<file path="src/rtl/cache_port_arbiter_if.sv">
// ---------------------------------------------------------------------------
// cache_port_arbiter_if
//
// Bundles the two requester ports and the cache-side port of the
// cache_port_arbiter into one interface.
//
// Signals:
//   pN_req / pN_rw / pN_addr / pN_wdata   requester N operands (N = 0, 1)
//   pN_done / pN_rdata / pN_err           requester N completion and result
//   c_req / c_rw / c_addr / c_wdata       request towards the cache
//   c_rdata / c_ready                     response from the cache
//
// Modports:
//   master  arbiter view (drives done/rdata/err and the cache request)
//   slave   environment view (requesters and cache model)
// ---------------------------------------------------------------------------
interface cache_port_arbiter_if #(
    parameter int ADDR_W = 32,
    parameter int DATA_W = 32
);
    logic              p0_req;
    logic              p0_rw;
    logic [ADDR_W-1:0] p0_addr;
    logic [DATA_W-1:0] p0_wdata;
    logic              p0_done;
    logic [DATA_W-1:0] p0_rdata;
    logic              p0_err;

    logic              p1_req;
    logic              p1_rw;
    logic [ADDR_W-1:0] p1_addr;
    logic [DATA_W-1:0] p1_wdata;
    logic              p1_done;
    logic [DATA_W-1:0] p1_rdata;
    logic              p1_err;

    logic              c_req;
    logic              c_rw;
    logic [ADDR_W-1:0] c_addr;
    logic [DATA_W-1:0] c_wdata;
    logic [DATA_W-1:0] c_rdata;
    logic              c_ready;

    modport master (
        input  p0_req, p0_rw, p0_addr, p0_wdata,
        output p0_done, p0_rdata, p0_err,
        input  p1_req, p1_rw, p1_addr, p1_wdata,
        output p1_done, p1_rdata, p1_err,
        output c_req, c_rw, c_addr, c_wdata,
        input  c_rdata, c_ready
    );

    modport slave (
        output p0_req, p0_rw, p0_addr, p0_wdata,
        input  p0_done, p0_rdata, p0_err,
        output p1_req, p1_rw, p1_addr, p1_wdata,
        input  p1_done, p1_rdata, p1_err,
        input  c_req, c_rw, c_addr, c_wdata,
        output c_rdata, c_ready
    );
endinterface

</file>
<file path="src/rtl/cache_port_arbiter.sv">
// ---------------------------------------------------------------------------
// cache_port_arbiter
//
// Shares one single-ported cache between port 0 (instruction fetch) and
// port 1 (load/store). Round-robin arbitration, one access outstanding at a
// time. The winner's operands are registered and held on the cache side
// until the cache answers (c_ready) or the timeout expires; the winner then
// gets its read data / error flag and a one-cycle done pulse.
//
// Ports:
//   clk         system clock, rising edge
//   rst         asynchronous reset, active low
//   bus         cache_port_arbiter_if.master (both requesters + cache side)
//   p0_gnt_cnt  grants to port 0, saturating        (CACHE_ARB_STATS_EN only)
//   p1_gnt_cnt  grants to port 1, saturating        (CACHE_ARB_STATS_EN only)
//   stall_cnt   cycles a non-active port requested  (CACHE_ARB_STATS_EN only)
//
// Parameters:
//   ADDR_W, DATA_W  bus widths (must match the interface instance)
//   TIMEOUT_CYC     BUSY cycles before an access is aborted with error;
//                   0 disables the timeout
//
// Build option: define CACHE_ARB_STATS_EN to add the statistics counters.
// ---------------------------------------------------------------------------
module cache_port_arbiter #(
    parameter int ADDR_W      = 32,
    parameter int DATA_W      = 32,
    parameter int TIMEOUT_CYC = 64
) (
    input  logic                 clk,
    input  logic                 rst,
    cache_port_arbiter_if.master bus
`ifdef CACHE_ARB_STATS_EN
    ,
    output logic [15:0]          p0_gnt_cnt,
    output logic [15:0]          p1_gnt_cnt,
    output logic [15:0]          stall_cnt
`endif
);

    typedef enum logic [1:0] {
        IDLE = 2'd0,
        BUSY = 2'd1,
        RESP = 2'd2
    } state_t;

    localparam int   CNT_W  = (TIMEOUT_CYC > 1) ? $clog2(TIMEOUT_CYC) : 1;
    localparam bit   TMO_EN = (TIMEOUT_CYC != 0);
    localparam logic [CNT_W-1:0] TMO_LAST = CNT_W'((TIMEOUT_CYC > 0) ? (TIMEOUT_CYC - 1) : 0);

    state_t           state;
    state_t           state_nxt;
    logic             last_gnt;
    logic             gnt_id;
    logic [CNT_W-1:0] tmo_cnt;

    logic             grant;
    logic             grant_id;
    logic             finish_ok;
    logic             finish_tmo;
    logic             finish;

    // Next-state and strobe decode. In IDLE a lone requester wins outright;
    // when both request, the port that did not win last time gets the grant.
    // In BUSY a ready cache always wins over a timeout in the same cycle.
    always_comb begin
        state_nxt  = state;
        grant      = 1'b0;
        grant_id   = 1'b0;
        finish_ok  = 1'b0;
        finish_tmo = 1'b0;
        case (state)
            IDLE: begin
                if (bus.p0_req || bus.p1_req) begin
                    grant     = 1'b1;
                    state_nxt = BUSY;
                    if (bus.p0_req && bus.p1_req) begin
                        grant_id = ~last_gnt;
                    end else begin
                        grant_id = bus.p1_req;
                    end
                end
            end
            BUSY: begin
                if (bus.c_ready) begin
                    finish_ok = 1'b1;
                    state_nxt = RESP;
                end else if (TMO_EN && (tmo_cnt == TMO_LAST)) begin
                    finish_tmo = 1'b1;
                    state_nxt  = RESP;
                end
            end
            RESP: begin
                state_nxt = IDLE;
            end
            default: begin
                state_nxt = IDLE;
            end
        endcase
        finish = finish_ok | finish_tmo;
    end

    // State register.
    always_ff @(posedge clk or negedge rst) begin
        if (!rst) begin
            state <= IDLE;
        end else begin
            state <= state_nxt;
        end
    end

    // Datapath registers. Cache operands are captured at grant time so the
    // requester may change its inputs while the access is in flight. The done
    // pulse is registered on the edge entering RESP and cleared on the next
    // edge, so it is high exactly for the RESP cycle.
    always_ff @(posedge clk or negedge rst) begin
        if (!rst) begin
            last_gnt     <= 1'b1;
            gnt_id       <= 1'b0;
            tmo_cnt      <= '0;
            bus.c_req    <= 1'b0;
            bus.c_rw     <= 1'b0;
            bus.c_addr   <= '0;
            bus.c_wdata  <= '0;
            bus.p0_done  <= 1'b0;
            bus.p0_rdata <= '0;
            bus.p0_err   <= 1'b0;
            bus.p1_done  <= 1'b0;
            bus.p1_rdata <= '0;
            bus.p1_err   <= 1'b0;
        end else begin
            if (grant) begin
                gnt_id      <= grant_id;
                tmo_cnt     <= '0;
                bus.c_req   <= 1'b1;
                bus.c_rw    <= grant_id ? bus.p1_rw    : bus.p0_rw;
                bus.c_addr  <= grant_id ? bus.p1_addr  : bus.p0_addr;
                bus.c_wdata <= grant_id ? bus.p1_wdata : bus.p0_wdata;
            end

            if ((state == BUSY) && !bus.c_ready) begin
                tmo_cnt <= tmo_cnt + 1'b1;
            end

            if (finish) begin
                bus.c_req <= 1'b0;
                last_gnt  <= gnt_id;
                if (gnt_id) begin
                    bus.p1_rdata <= finish_ok ? bus.c_rdata : '0;
                    bus.p1_err   <= finish_tmo;
                end else begin
                    bus.p0_rdata <= finish_ok ? bus.c_rdata : '0;
                    bus.p0_err   <= finish_tmo;
                end
            end

            bus.p0_done <= finish & ~gnt_id;
            bus.p1_done <= finish &  gnt_id;
        end
    end

`ifdef CACHE_ARB_STATS_EN
    logic active_id;
    logic stall_now;

    // The active port is the one being granted while IDLE, otherwise the
    // port owning the current access. Any other port holding req is stalled;
    // at most one port can be stalled per cycle.
    always_comb begin
        active_id = (state == IDLE) ? grant_id : gnt_id;
        stall_now = (bus.p0_req && active_id) || (bus.p1_req && !active_id);
    end

    // Saturating statistics counters.
    always_ff @(posedge clk or negedge rst) begin
        if (!rst) begin
            p0_gnt_cnt <= '0;
            p1_gnt_cnt <= '0;
            stall_cnt  <= '0;
        end else begin
            if (grant && !grant_id && (p0_gnt_cnt != 16'hFFFF)) begin
                p0_gnt_cnt <= p0_gnt_cnt + 16'd1;
            end
            if (grant && grant_id && (p1_gnt_cnt != 16'hFFFF)) begin
                p1_gnt_cnt <= p1_gnt_cnt + 16'd1;
            end
            if (stall_now && (stall_cnt != 16'hFFFF)) begin
                stall_cnt <= stall_cnt + 16'd1;
            end
        end
    end
`endif

endmodule

</file>
<file path="src/flat_wrapper.sv">
// flat-port wrapper written by rule: the top's interface ports become plain ports
module cache_port_arbiter_flat 
#(
    parameter int ADDR_W      = 32,
    parameter int DATA_W      = 32,
    parameter int TIMEOUT_CYC = 64
)
  (clk, rst, bus_p0_req, bus_p0_rw, bus_p0_addr, bus_p0_wdata, bus_p0_done, bus_p0_rdata, bus_p0_err, bus_p1_req, bus_p1_rw, bus_p1_addr, bus_p1_wdata, bus_p1_done, bus_p1_rdata, bus_p1_err, bus_c_req, bus_c_rw, bus_c_addr, bus_c_wdata, bus_c_rdata, bus_c_ready);
  cache_port_arbiter_if #(.ADDR_W(ADDR_W), .DATA_W(DATA_W)) bus_i ();
  input  logic clk;
  input  logic rst;
  input wire logic [$bits(bus_i.p0_req)-1:0] bus_p0_req;
  input wire logic [$bits(bus_i.p0_rw)-1:0] bus_p0_rw;
  input wire logic [$bits(bus_i.p0_addr)-1:0] bus_p0_addr;
  input wire logic [$bits(bus_i.p0_wdata)-1:0] bus_p0_wdata;
  output wire logic [$bits(bus_i.p0_done)-1:0] bus_p0_done;
  output wire logic [$bits(bus_i.p0_rdata)-1:0] bus_p0_rdata;
  output wire logic [$bits(bus_i.p0_err)-1:0] bus_p0_err;
  input wire logic [$bits(bus_i.p1_req)-1:0] bus_p1_req;
  input wire logic [$bits(bus_i.p1_rw)-1:0] bus_p1_rw;
  input wire logic [$bits(bus_i.p1_addr)-1:0] bus_p1_addr;
  input wire logic [$bits(bus_i.p1_wdata)-1:0] bus_p1_wdata;
  output wire logic [$bits(bus_i.p1_done)-1:0] bus_p1_done;
  output wire logic [$bits(bus_i.p1_rdata)-1:0] bus_p1_rdata;
  output wire logic [$bits(bus_i.p1_err)-1:0] bus_p1_err;
  output wire logic [$bits(bus_i.c_req)-1:0] bus_c_req;
  output wire logic [$bits(bus_i.c_rw)-1:0] bus_c_rw;
  output wire logic [$bits(bus_i.c_addr)-1:0] bus_c_addr;
  output wire logic [$bits(bus_i.c_wdata)-1:0] bus_c_wdata;
  input wire logic [$bits(bus_i.c_rdata)-1:0] bus_c_rdata;
  input wire logic [$bits(bus_i.c_ready)-1:0] bus_c_ready;
  assign bus_i.p0_req = bus_p0_req;
  assign bus_i.p0_rw = bus_p0_rw;
  assign bus_i.p0_addr = bus_p0_addr;
  assign bus_i.p0_wdata = bus_p0_wdata;
  assign bus_p0_done = bus_i.p0_done;
  assign bus_p0_rdata = bus_i.p0_rdata;
  assign bus_p0_err = bus_i.p0_err;
  assign bus_i.p1_req = bus_p1_req;
  assign bus_i.p1_rw = bus_p1_rw;
  assign bus_i.p1_addr = bus_p1_addr;
  assign bus_i.p1_wdata = bus_p1_wdata;
  assign bus_p1_done = bus_i.p1_done;
  assign bus_p1_rdata = bus_i.p1_rdata;
  assign bus_p1_err = bus_i.p1_err;
  assign bus_c_req = bus_i.c_req;
  assign bus_c_rw = bus_i.c_rw;
  assign bus_c_addr = bus_i.c_addr;
  assign bus_c_wdata = bus_i.c_wdata;
  assign bus_i.c_rdata = bus_c_rdata;
  assign bus_i.c_ready = bus_c_ready;
  cache_port_arbiter #(.ADDR_W(ADDR_W), .DATA_W(DATA_W), .TIMEOUT_CYC(TIMEOUT_CYC)) u_core (.clk(clk), .rst(rst), .bus(bus_i));
endmodule
</file>
<file path="config.mk">
export PLATFORM = sky130hd
export DESIGN_NAME = cache_port_arbiter_flat
export DESIGN_NICKNAME = d
export VERILOG_FILES = /design/src/rtl/cache_port_arbiter_if.sv /design/src/rtl/cache_port_arbiter.sv /design/src/flat_wrapper.sv
export SDC_FILE = /design/constraint.sdc
export NUM_CORES = 1
export LEC_CHECK = 0
export CAP_MARGIN = 20
export CORE_UTILIZATION = 25
export DETAILED_ROUTE_END_ITERATION = 8
export GPL_TIMING_DRIVEN = 0
export SLEW_MARGIN = 20
export SYNTH_ARGS = -nofsm -noshare
export SYNTH_HDL_FRONTEND = slang
export SYNTH_SLANG_ARGS = --single-unit
</file>
<file path="constraint.sdc">
create_clock -name clk -period 4.6 [get_ports clk]
set_clock_uncertainty 0.05 [all_clocks]
set_input_delay 0.46 -clock clk [delete_from_list [all_inputs] [get_ports clk]]
set_output_delay 0.46 -clock clk [all_outputs]
set_load 0.05 [all_outputs]
</file>
==> metrics.md <==
| Metric | Value |
|---|---|
| Worst skew pair latency | 0.41 ns |
| Setup crit end kind | output pin |
| Row cnt | 56 |
| TritonCTS Buffers | 17 |
| Worst slack, placed | 2.14 ns |
| Register area share after synthesis | 60.4% |
| GRT Total Usage | 16.3% |
| Relative slew slack | 59.9% |
| DIE HEIGHT | 156 um |
| Avg Cell Area, Syn | 12.2 um^2 |
| Worst setup margin | 2.42 ns |
| Pin count of the biggest net entering global routing | 94 |
| Iter 0 DRT Violations | 236 |
| Worst Path Arrival | 1.67 ns |
| Die W | 156 um |
| Req. time, crit path | 4.09 ns |
| Final period util | 47.5% |
| Endpoints failing hold | 0 |
| Max IR drop VDD | 283 uV |
| Cts repair resizes | 0 |
| TritonRoute pass-1 iters | 4 |
| DP HPWL | 14600 um |
| Clock-pin slew on the worst setup and hold paths | 0.07 ns |
| GR Overflow Total | 0 |
| Drt wl/cell | 17.0 um |
| Mapped Cells | 491 |
| RD Place Congestion | 0.743 |
| Distinct cells, synth | 33 |
| CP delay by family, top | buffers and inverters |
| Final core occ | 42.6% |
| MaxCap Viol Count | 0 |
| Min-delay src | u_core.bus.c_addr[26] |
| Layout cells sized above 1 | 8.61% |
| Layout Nets | 980 |
| Post-CTS Setup Bufs | 0 |
| Leak | 4.56 nW |
| Number of global-route vias before repair | 5201 |
| Synth warnings | 0 |
| Die area | 24500 um^2 |
| Fin Hold WS | 0.432 ns |
| Slowest CP cell | clkdlybuf4s50_1 |
| Clk sinks | 144 |
| Number of antenna diodes | 0 |
| Min Clock Period, post-route | 2.18 ns |
| Critical path class | reg -> out |
| H-tree depth | 4 |
| Crit-path max cell delay | 0.84 ns |
| Status | complete, no violations |
| Number of I/O pins | 301 |
| PwrDens | 819 nW/um^2 |
| CP Launch Type | flip-flop |
| CTS tree | done |
| Cell area after synthesis | 5970 um^2 |
| Clock buffer depth | 2 |
| Final slew viol count | 0 |
| Vias | 5114 |
| Fmax | 458 MHz |
| First-pass GRT wire length | 30100 um |
| Starting Density | 25.4% |
| DRC | 0 |
| Synthesized flop and latch total | 144 |
| CP max FO | 2 |
| Synth Net Count | 659 |
| RSZ-0062 raised after global routing | false |
| Total Wirelength | 19400 um |
| DR vias/cell | 4.47 |
| Post-detailed-route count of antenna-violating nets | 0 |
| Buf/Inv on CP | 1 |
| Final Setup Violations | 0 |
| Clk root buf | clkbuf_16 |
| P&R area growth vs syn | 67.7% |
| Hold crit path type | reg -> reg |
| FF-to-FF Start | u_core.state[1] |
| Port Buffers | 300 |
| Worst Max-Slew Pin Slew | 0.600 ns |
| Crit path cell chain | clkdlybuf4s50_1 |
| Core ar. | 23500 um^2 |
| Crit path launch | u_core.bus.c_addr[1] |
| Initial antenna violation count | 1 |
sequential cells by signal (all words and copies together) (netlist names), 2 cells and up:
signal	count
u_core.bus.c_addr	32
u_core.bus.c_wdata	32
u_core.bus.p0_rdata	32
u_core.bus.p1_rdata	32
u_core.state	2
u_core.tmo_cnt	6
cell families (layout without fill, tap and decap cells):
| logic type | after synthesis | count (layout) | synth area share (%) |
|---|---|---|---|
| adder cells (fa/ha/maj) | 1 | 1 | 0.210 |
| buffers and inverters | 39 | 373 | 4.68 |
| AND/OR/NAND/NOR | 94 | 94 | 6.73 |
| multiplexers | 65 | 65 | 10.9 |
| AO/OA/AOI/OAI | 148 | 148 | 17.1 |
| flip-flops | 144 | 144 | 60.4 |
through the flow:
step                      area (um^2)  instances  total power, mW  TNS [ns]
after global routing            10000       1144             8.62         0
after CTS                       10000       1144             8.29         0
after global placement           9370       1110             6.81   -440.54
after floorplan                  5970        491             5.14         0
after detailed placement         9400       1111             6.83         0
final                           10000       1144             8.19         0
final timing paths:
kind	to	slack (ns)	cells past startpoint
max in group asynchronous	u_core.last_gnt	3.19	3
setup reg to reg	u_core.bus.c_wdata[5]	2.82	6
setup / recovery	bus_c_addr[1]	2.42	1
min in group asynchronous	u_core.bus.p1_rdata[7]	0.50	2
hold reg to reg	u_core.bus.c_addr[26]	0.43	2
hold / removal	u_core.bus.c_addr[26]	0.43	2
layout make-up:
type	instances	area (um^2)
Fill cell	2305	13500
Sequential cell	144	3600
Timing Repair Buffer	302	3050
Multi-Input combinational cell	308	2080
Clock buffer	19	433
Tap cell	319	399
Buffer	36	268
Clock inverter	13	161
Inverter	3	11.3
cell usage in the layout, fill, tap and decap left out, drive strengths merged, types with 2 or more instances in the layout:
cell type | Yosys | final
clkdlybuf4s50 | 0 | 299
dfrtp | 143 | 143
nand2 | 74 | 74
o21ai | 74 | 74
a22o | 65 | 65
mux2i | 65 | 65
buf | 30 | 32
clkbuf | 6 | 25
nor2 | 6 | 6
inv | 3 | 5
clkinvlp | 0 | 4
nand3 | 4 | 4
clkinv | 0 | 4
bufinv | 0 | 3
and2 | 2 | 2
nand4 | 2 | 2
o21a | 2 | 2
a21oi | 2 | 2
power by group:
| group | total [mW] | leakage (nW) | switching, mW | internal, mW |
|---|---|---|---|---|
| combinational | 4.60 | 2.48 | 2.97 | 1.63 |
| clock | 1.42 | 0.280 | 0.565 | 0.855 |
| sequential | 2.17 | 1.80 | 0.327 | 1.84 |
| total | 8.19 | 4.56 | 3.86 | 4.33 |
Yosys cell counts:
master / number / share of area [%]
o21bai_2: 1 / 0.19
mux2i_1: 65 / 11
o41ai_2: 1 / 0.27
nand2_2: 2 / 0.21
inv_1: 3 / 0.19
nand4_1: 2 / 0.21
o21ai_1: 55 / 4.6
a22o_1: 65 / 9.5
ha_1: 1 / 0.21
buf_2: 13 / 1.1
nor2b_2: 1 / 0.15
or3b_1: 1 / 0.15
buf_6: 14 / 2.6
dfstp_2: 1 / 0.44
a21oi_1: 2 / 0.17
and3_1: 1 / 0.10
o21ai_0: 18 / 1.5
a21o_1: 1 / 0.13
dfrtp_1: 143 / 60
o21ai_2: 1 / 0.15
o21a_1: 2 / 0.25
clkbuf_1: 6 / 0.38
nand2_1: 72 / 4.5
a31oi_1: 1 / 0.10
nor2_1: 6 / 0.38
nand3_2: 1 / 0.17
nor3b_1: 1 / 0.13
o31a_1: 1 / 0.15
and2_1: 2 / 0.21
nand3_1: 3 / 0.25
nor3_1: 1 / 0.084
and2b_4: 1 / 0.17
buf_4: 3 / 0.38
per-layer routing:
layer  routed length [um]  share of wire [%]  up-vias  GRT usage (%)
li1                     -                  -     2414              -
met1                 7980                 41     2449           19.8
met2                 9140                 47      234           26.6
met3                 2060                 11       17           6.70
met4                  216                1.1        0           4.48
met5                    0                  0        -              0
worst min-delay path, stage by stage (launching register included):
cell and delay [ns]:
dfrtp_1 0.34, nand2_1 0.05, o21ai_1 0.06
timing repair:
item,4_1_cts,5_1_grt
hold buffers,1,0
hold endpoints to repair,51,0
endpoints found under the setup margin,0,0
Power figures use the tool's default switching activity.
